===== src/rtl/hdmi_timing_gen.sv =====
// Video timing generator for a DVI/HDMI encoder front end: free-running h/v counters,
// a pixel request one cycle ahead of the registered sync/de/data bundle sent to the encoder.
module hdmi_timing_gen #(
    parameter int H_SYNC  = 96,
    parameter int H_BACK  = 48,
    parameter int H_VALID = 640,
    parameter int H_FRONT = 16,
    parameter int V_SYNC  = 2,
    parameter int V_BACK  = 33,
    parameter int V_VALID = 480,
    parameter int V_FRONT = 10
) (
    input  logic        sys_clk,
    input  logic        sys_rst_n,
    input  logic [23:0] pix_data,
    output logic        pix_req,
    output logic [11:0] pix_x,
    output logic [11:0] pix_y,
    output logic        hsync,
    output logic        vsync,
    output logic        rgb_de,
    output logic [23:0] rgb_data,
    output logic        frame_start
);

    localparam logic [11:0] H_TOTAL = 12'(H_SYNC + H_BACK + H_VALID + H_FRONT);
    localparam logic [11:0] V_TOTAL = 12'(V_SYNC + V_BACK + V_VALID + V_FRONT);
    localparam logic [11:0] H_ACT   = 12'(H_SYNC + H_BACK);
    localparam logic [11:0] V_ACT   = 12'(V_SYNC + V_BACK);
    localparam logic [11:0] H_END   = 12'(H_SYNC + H_BACK + H_VALID);
    localparam logic [11:0] V_END   = 12'(V_SYNC + V_BACK + V_VALID);
    localparam logic [11:0] H_SYNCW = 12'(H_SYNC);
    localparam logic [11:0] V_SYNCW = 12'(V_SYNC);

    logic [11:0] h_cnt_q, h_cnt_d;
    logic [11:0] v_cnt_q, v_cnt_d;
    logic        hsync_q, hsync_d;
    logic        vsync_q, vsync_d;
    logic        rgb_de_q, rgb_de_d;
    logic [23:0] rgb_data_q, rgb_data_d;
    logic        frame_start_q, frame_start_d;

    logic        h_wrap_s;
    logic        v_wrap_s;
    logic        h_act_s;
    logic        v_act_s;
    logic        pix_req_s;

    // Counter next-state: v advances only on the h wrap, so a full frame wrap clears both together.
    always_comb begin
        h_wrap_s = (h_cnt_q == (H_TOTAL - 12'd1));
        v_wrap_s = (v_cnt_q == (V_TOTAL - 12'd1));
        if (h_wrap_s) begin
            h_cnt_d = 12'd0;
            if (v_wrap_s) begin
                v_cnt_d = 12'd0;
            end else begin
                v_cnt_d = v_cnt_q + 12'd1;
            end
        end else begin
            h_cnt_d = h_cnt_q + 12'd1;
            v_cnt_d = v_cnt_q;
        end
    end

    // Active-window decode and the combinational pixel request/coordinates.
    always_comb begin
        h_act_s   = (h_cnt_q >= H_ACT) && (h_cnt_q < H_END);
        v_act_s   = (v_cnt_q >= V_ACT) && (v_cnt_q < V_END);
        pix_req_s = h_act_s && v_act_s;
        if (pix_req_s) begin
            pix_x = h_cnt_q - H_ACT;
            pix_y = v_cnt_q - V_ACT;
        end else begin
            pix_x = 12'd0;
            pix_y = 12'd0;
        end
    end

    // Encoder-side bundle: every field samples the same counter state, keeping de/c0/c1/data aligned.
    always_comb begin
        hsync_d       = (h_cnt_q < H_SYNCW);
        vsync_d       = (v_cnt_q < V_SYNCW);
        rgb_de_d      = pix_req_s;
        frame_start_d = (h_cnt_q == 12'd0) && (v_cnt_q == 12'd0);
        if (pix_req_s) begin
            rgb_data_d = pix_data;
        end else begin
            rgb_data_d = 24'h000000;
        end
    end

    // State registers with synchronous active-low reset; reset abandons the frame in progress.
    always_ff @(posedge sys_clk) begin
        if (!sys_rst_n) begin
            h_cnt_q       <= 12'd0;
            v_cnt_q       <= 12'd0;
            hsync_q       <= 1'b0;
            vsync_q       <= 1'b0;
            rgb_de_q      <= 1'b0;
            rgb_data_q    <= 24'h000000;
            frame_start_q <= 1'b0;
        end else begin
            h_cnt_q       <= h_cnt_d;
            v_cnt_q       <= v_cnt_d;
            hsync_q       <= hsync_d;
            vsync_q       <= vsync_d;
            rgb_de_q      <= rgb_de_d;
            rgb_data_q    <= rgb_data_d;
            frame_start_q <= frame_start_d;
        end
    end

    assign pix_req     = pix_req_s;
    assign hsync       = hsync_q;
    assign vsync       = vsync_q;
    assign rgb_de      = rgb_de_q;
    assign rgb_data    = rgb_data_q;
    assign frame_start = frame_start_q;

endmodule


===== config.mk =====
export PLATFORM = sky130hd
export DESIGN_NAME = hdmi_timing_gen
export DESIGN_NICKNAME = d
export VERILOG_FILES = /design/src/rtl/hdmi_timing_gen.sv
export SDC_FILE = /design/constraint.sdc
export NUM_CORES = 1
export LEC_CHECK = 0
export CORE_ASPECT_RATIO = 1.75
export CORE_MARGIN = 2
export CORE_UTILIZATION = 50
export CTS_CLUSTER_SIZE = 25
export DETAILED_ROUTE_END_ITERATION = 12
export MAX_ROUTING_LAYER = met4
export PLACE_DENSITY = 0.91
export SYNTH_ARGS = -nofsm -noshare
export SYNTH_HDL_FRONTEND = slang
export SYNTH_SLANG_ARGS = --single-unit

===== constraint.sdc =====
create_clock -name sys_clk -period 5.5 [get_ports sys_clk]
set_input_delay 1.1 -clock sys_clk [delete_from_list [all_inputs] [get_ports sys_clk]]
set_output_delay 1.1 -clock sys_clk [all_outputs]
set_load 0.01 [all_outputs]

==> impl_metrics.tcl, run 1 <==
set metrics [dict create \
    status "finished clean" \
    r2r_cells 6 \
    yosys_warnings 0 \
    leakagePower_uw 0.00121 \
    critPathCaptureType "primary output" \
    initial_core_util_pct 51.3 \
    async_flop_share_pct 0 \
    synth-edff-count 0 \
    cts_hold_buf 0 \
    synth_fp_nets 365 \
    wl_mm 7.00 \
    pwr_density_cell_mw_per_mm2 183 \
    vdd_drop_max_uv 248 \
    cap_violations 0 \
    io_pins 79 \
    dr.pass1.iters 5 \
    dieArea_mm2 0.00602 \
    cts_tree "yes" \
    ctsResizeCount 0 \
    die-height_um 101 \
    synth_cell_types 46 \
    hold_path_class "flop to flop" \
    avgSynthCellArea_um2 8.12 \
    drive_gt1_share_pct 6.19 \
    antenna_found_initial 0 \
    root_buffer "clkbuf_8" \
    worst_ep_required_time_ns 4.40 \
    path_max_fanout 29 \
    drt_iter0_drc 89 \
    grt_pass1_vias 2401 \
    route.detailed.drc 0 \
    syn_area_mm2 0.00270 \
    synth-main-ff-cell "dfxtp_1" \
    via_per_inst 5.91 \
    synthCells 332 \
    grt_first_pass_wirelength_mm 11.0 \
    yosysTopAreaCell "dfxtp_1" \
    slew_viol_final 0 \
    vias 2616 \
    holdWs_ns 0.483 \
    ctsLongestPathBuffers 2 \
    n_antenna_cell 0 \
    place_ws_ns 1.60 \
    avgRoutedWirePerCell_um 15.8 \
    hpwl_mm 5.12 \
    cts_setup_buffers 0 \
    grt_setup_unrepaired "no" \
    insertion_delay_ns 0.30 \
    grt_max_degree 37 \
    htree_levels 2 \
    whs_path_depth 1 \
    cts.clk_slew.worst_paths_ns 0.09 \
    core_mm2 0.00526 \
    synth.area.top_cells "dfxtp_1 39%, nor3_1 8.0%, nand2_1 5.7%" \
    utilization_pct 66.7 \
    tightest_slew_ns 0.698 \
    slew-limit-headroom_pct 52.8 \
    numCtsBuffers 5 \
    period_share_pct 77.4 \
    startpoint_type "flop" \
    timing.fmax_ghz 0.235 \
    syn2layout_area_growth_pct 30.1 \
    setup_viol 0 \
    portBuffers 77 \
    layout.nets 420 \
    ant_nets 0 \
    fp-row-count 35 \
    ys_ff_latch 52 \
    clock_skew_ns 0.00659 \
    yosysSeqAreaShare_pct 38.6 \
    place.gp.congestion 0.929 \
    cts.sinks 52 \
    hold_violations 0 \
    synth_top_area_share_pct 38.6 \
    grt_overflow 0 \
    fin_tns_setup_ns 0 \
    crit_type "flop to primary output" \
    setup_ws_ns 1.24 \
    grt.total_usage_pct 24.1 \
    die_w_um 59.5 \
    min_period_ns 4.26 \
    worst_ep_arrival_time_ns 3.16 \
    fillers 414 \
]
[flip-flops by register name (all words and copies together), names as in the netlist]
register / flops
frame_start: 1
rgb_de: 1
h_cnt_q: 12
hsync: 1
vsync: 1
v_cnt_q: 12
rgb_data: 24
[per-stage QoR]
stage	total power (uW)	cells	instance area, um2
2_1_floorplan	408	332	2700
3_3_place_gp	432	435	3420
3_5_place_dp	434	435	3420
4_1_cts	643	443	3510
5_1_grt	662	443	3510
6_report	642	443	3510
[report_power, final]
part           switching (uW)  total, uW  internal [uW]
combinational            18.3       43.1           24.8
sequential               2.72        382            380
clock                     126        217           90.8
[Yosys cell counts, types with 3 or more instances]
master / n
nand4_1: 3
nor3b_1: 5
o21ai_0: 7
buf_2: 6
nand3_1: 12
or4_1: 4
dfxtp_1: 52
clkbuf_1: 22
nor2_1: 16
nor3_2: 8
xor2_1: 4
a21oi_1: 18
or3_1: 7
and4_1: 6
xnor2_1: 17
nand2_1: 41
nor3_1: 43
ha_1: 7
inv_1: 10
and3_1: 7
nor4_1: 5
nand2b_1: 4
[layout by cell type, fill, tap and decap left out, types with 2 or more instances in the layout]
| cell type | instances |
|---|---|
| ha_1 | 7 |
| nor2_1 | 15 |
| nand4_1 | 3 |
| inv_1 | 10 |
| or3_1 | 7 |
| buf_4 | 4 |
| xnor2_1 | 17 |
| nor3b_1 | 5 |
| nand2_1 | 41 |
| a21oi_1 | 18 |
| and4_1 | 6 |
| xor2_1 | 4 |
| nor4_1 | 5 |
| o21ai_0 | 7 |
| clkbuf_8 | 5 |
| dfxtp_1 | 52 |
| and4b_1 | 2 |
| clkdlybuf4s50_1 | 77 |
| nand2b_1 | 4 |
| nor3_1 | 43 |
| nand3_1 | 12 |
| o32ai_1 | 2 |
| and3_1 | 7 |
| or4_1 | 4 |
| nor3_2 | 8 |
[critical path, cell delays in order, from the launching register on]
cell and delay (ns):
dfxtp_1 0.40, ha_1 0.34, o41ai_1 0.43, nand2_1 0.21, nor2_4 0.46, buf_4 0.41, nor3_1 0.11, clkdlybuf4s50_1 0.49
[routing by layer]
metal | vias to the layer above | wire [um] | track usage [%]
met5 | - | 0 | -
met4 | 0 | 209 | 11.5
met3 | 18 | 336 | 3.08
met2 | 97 | 3980 | 43.4
met1 | 1234 | 2470 | 24.9
li1 | 1267 | - | -
[cells by family (layout without fill, tap and decap cells)]
group | after synthesis | in the layout | synth area share [%]
buffers and inverters | 43 | 99 | 7.10
xor gates and xnor gates | 21 | 21 | 6.82
DFF | 52 | 52 | 38.6
AOI/OAI and AO/OA | 38 | 38 | 9.29
and+or+nand+nor | 169 | 169 | 34.4
other | 1 | 1 | 0.139
muxes | 1 | 1 | 0.371
adders and majority gates | 7 | 7 | 3.25
[path summary, 6_finish.rpt]
kind | start | endpoint | slack (ns)
min | h_cnt_q[0] | h_cnt_q[0] | 0.48
max reg2reg | v_cnt_q[0] | rgb_data[3] | 2.99
max | v_cnt_q[0] | pix_x[11] | 1.24
min reg2reg | h_cnt_q[0] | h_cnt_q[0] | 0.48
[area by class of cell]
| type | count | area, um2 | area share [%] |
|---|---|---|---|
| Sequential cell | 52 | 1040 | 29.7 |
| Timing Repair Buffer | 81 | 801 | 22.8 |
| Clock buffer | 6 | 72.6 | 2.07 |
| Inverter | 10 | 37.5 | 1.07 |
| Multi-Input combinational cell | 237 | 1470 | 41.9 |
| Tap cell | 55 | 68.8 | 1.96 |
| Clock inverter | 2 | 16.3 | 0.464 |
Power figures use the tool's default switching activity.
==> run 2: changes to the inputs <==
Settings changed: CORE_UTILIZATION 50 to 47, PLACE_DENSITY 0.91 to 0.86.
Clock period 5.5 ns to 3.99 ns, I/O delays scaled along.
==> impl_metrics.tcl, run 2 (same netlist as run 1, synthesis figures left out) <==
set metrics [dict create \
    status "finished clean" \
    root_buffer "clkbuf_8" \
    via_per_inst 5.58 \
    clock_skew_ns 0.00802 \
    worst_ep_arrival_time_ns 2.90 \
    startpoint_type "flop" \
    setup_viol 0 \
    period_share_pct 92.8 \
    multi_input_area_mm2 0.00148 \
    grt_max_degree 36 \
    core_mm2 0.00554 \
    ctsLongestPathBuffers 2 \
    numCtsBuffers 5 \
    setup_ws_ns 0.287 \
    timing.fmax_ghz 0.270 \
    drive_gt1_share_pct 6.68 \
    min_period_ns 3.70 \
    portBuffers 77 \
    wl_mm 7.02 \
    die-height_um 104 \
    cts_setup_buffers 0 \
    die_w_um 61.2 \
    fp-row-count 36 \
    initial_core_util_pct 48.6 \
    layout.nets 421 \
    vdd_drop_max_uv 265 \
    insertion_delay_ns 0.31 \
    leakagePower_uw 0.00123 \
    dp.cells 457 \
    final-seq-area_mm2 0.00104 \
    antenna_found_initial 0 \
    largest_reg_flops 24 \
    tightest_slew_ns 0.716 \
    fin_tns_setup_ns 0 \
    hpwl_mm 5.12 \
    critPathCaptureType "primary output" \
    worst_ep_required_time_ns 3.19 \
    layout_common_cells "77 x clkdlybuf4s50_1, 52 x dfxtp_1, 43 x nor3_1" \
    cts.sinks 52 \
    avgRoutedWirePerCell_um 15.1 \
    place_ws_ns 0.560 \
    grt_pass1_vias 2468 \
    grt_setup_unrepaired "no" \
    n_antenna_cell 0 \
    hold_violations 0 \
    io_pins 79 \
    cts.clk_slew.worst_paths_ns 0.10 \
    cts_tree "yes" \
    dieArea_mm2 0.00638 \
    cap_violations 0 \
    pwr_density_cell_mw_per_mm2 252 \
    final_cells 465 \
    path_max_fanout 35 \
    grt_overflow 0 \
    slew-limit-headroom_pct 52.1 \
    crit_type "flop to primary output" \
    hold_path_class "flop to flop" \
    grt.total_usage_pct 23.8 \
    route.detailed.drc 0 \
    fillers 478 \
    htree_levels 2 \
    drt_iter0_drc 83 \
    place.gp.congestion 0.893 \
    dr.pass1.iters 4 \
    vias 2594 \
    slew_viol_final 0 \
    syn2layout_area_growth_pct 31.7 \
    final_common_cell "clkdlybuf4s50_1" \
    ant_nets 0 \
    grt_first_pass_wirelength_mm 11.5 \
]
## run 2: cell count changes in the layout (fill, tap and decap cells not counted), sizes merged
cell / delta
buf: +1
## run 2: path summary, 6_finish.rpt
kind,start,slack (ns),end,cells after the start
setup / recovery,v_cnt_q[4],0.29,pix_x[7],6
hold / removal,h_cnt_q[0],0.49,h_cnt_q[0],1
hold reg to reg,h_cnt_q[0],0.49,h_cnt_q[0],1
setup reg to reg,v_cnt_q[0],1.57,rgb_data[13],6
## run 2: routing by layer
layer / GRT usage [%] / vias up / part of all wire, %
met5: - / - / 0
met4: 11.3 / 0 / 3.3
met3: 2.74 / 21 / 3.5
met2: 40.0 / 79 / 55
met1: 26.7 / 1222 / 38
li1: - / 1272 / -
## run 2: timing repair
action | in CTS | in global routing
hold buffers | 0 | 0
gates resized for setup | 0 | 1
endpoints found under the setup margin | 0 | 8
hold endpoints to repair | 0 | 0
## run 2: layout make-up
type,instances,share of cell area [%]
multi-input combinational,237,41.6
sequential,52,29.3
timing repair buffer,82,22.8
tap,76,2.68
clock buffer,6,2.05
inverter,10,1.06
clock inverter,2,0.458
## run 2: critical path, cell delays in order, from the launching register on
cell	delay, ns
dfxtp_1	0.47
or4_4	0.60
o41ai_2	0.23
o211ai_1	0.16
buf_4	0.28
nor4_2	0.27
clkdlybuf4s50_1	0.58
## run 2: through the flow
stage	cell area (um2)	power, uW	utilization [%]	hold WS (ns)
finish	3550	894	64.0	0.488
global route	3550	922	64.0	0.511
CTS	3540	900	63.9	0.487
detailed placement	3450	598	62.3	0.465
global placement	3450	597	62.3	0.453
floorplan	2700	563	-	0.441
## run 2: power breakdown
group / total (uW) / internal [uW] / switching [uW]
Sequential: 527 / 523 / 3.97
Combinational: 59.3 / 34.2 / 25.1
Clock: 307 / 125 / 182
Total: 894 / 683 / 211
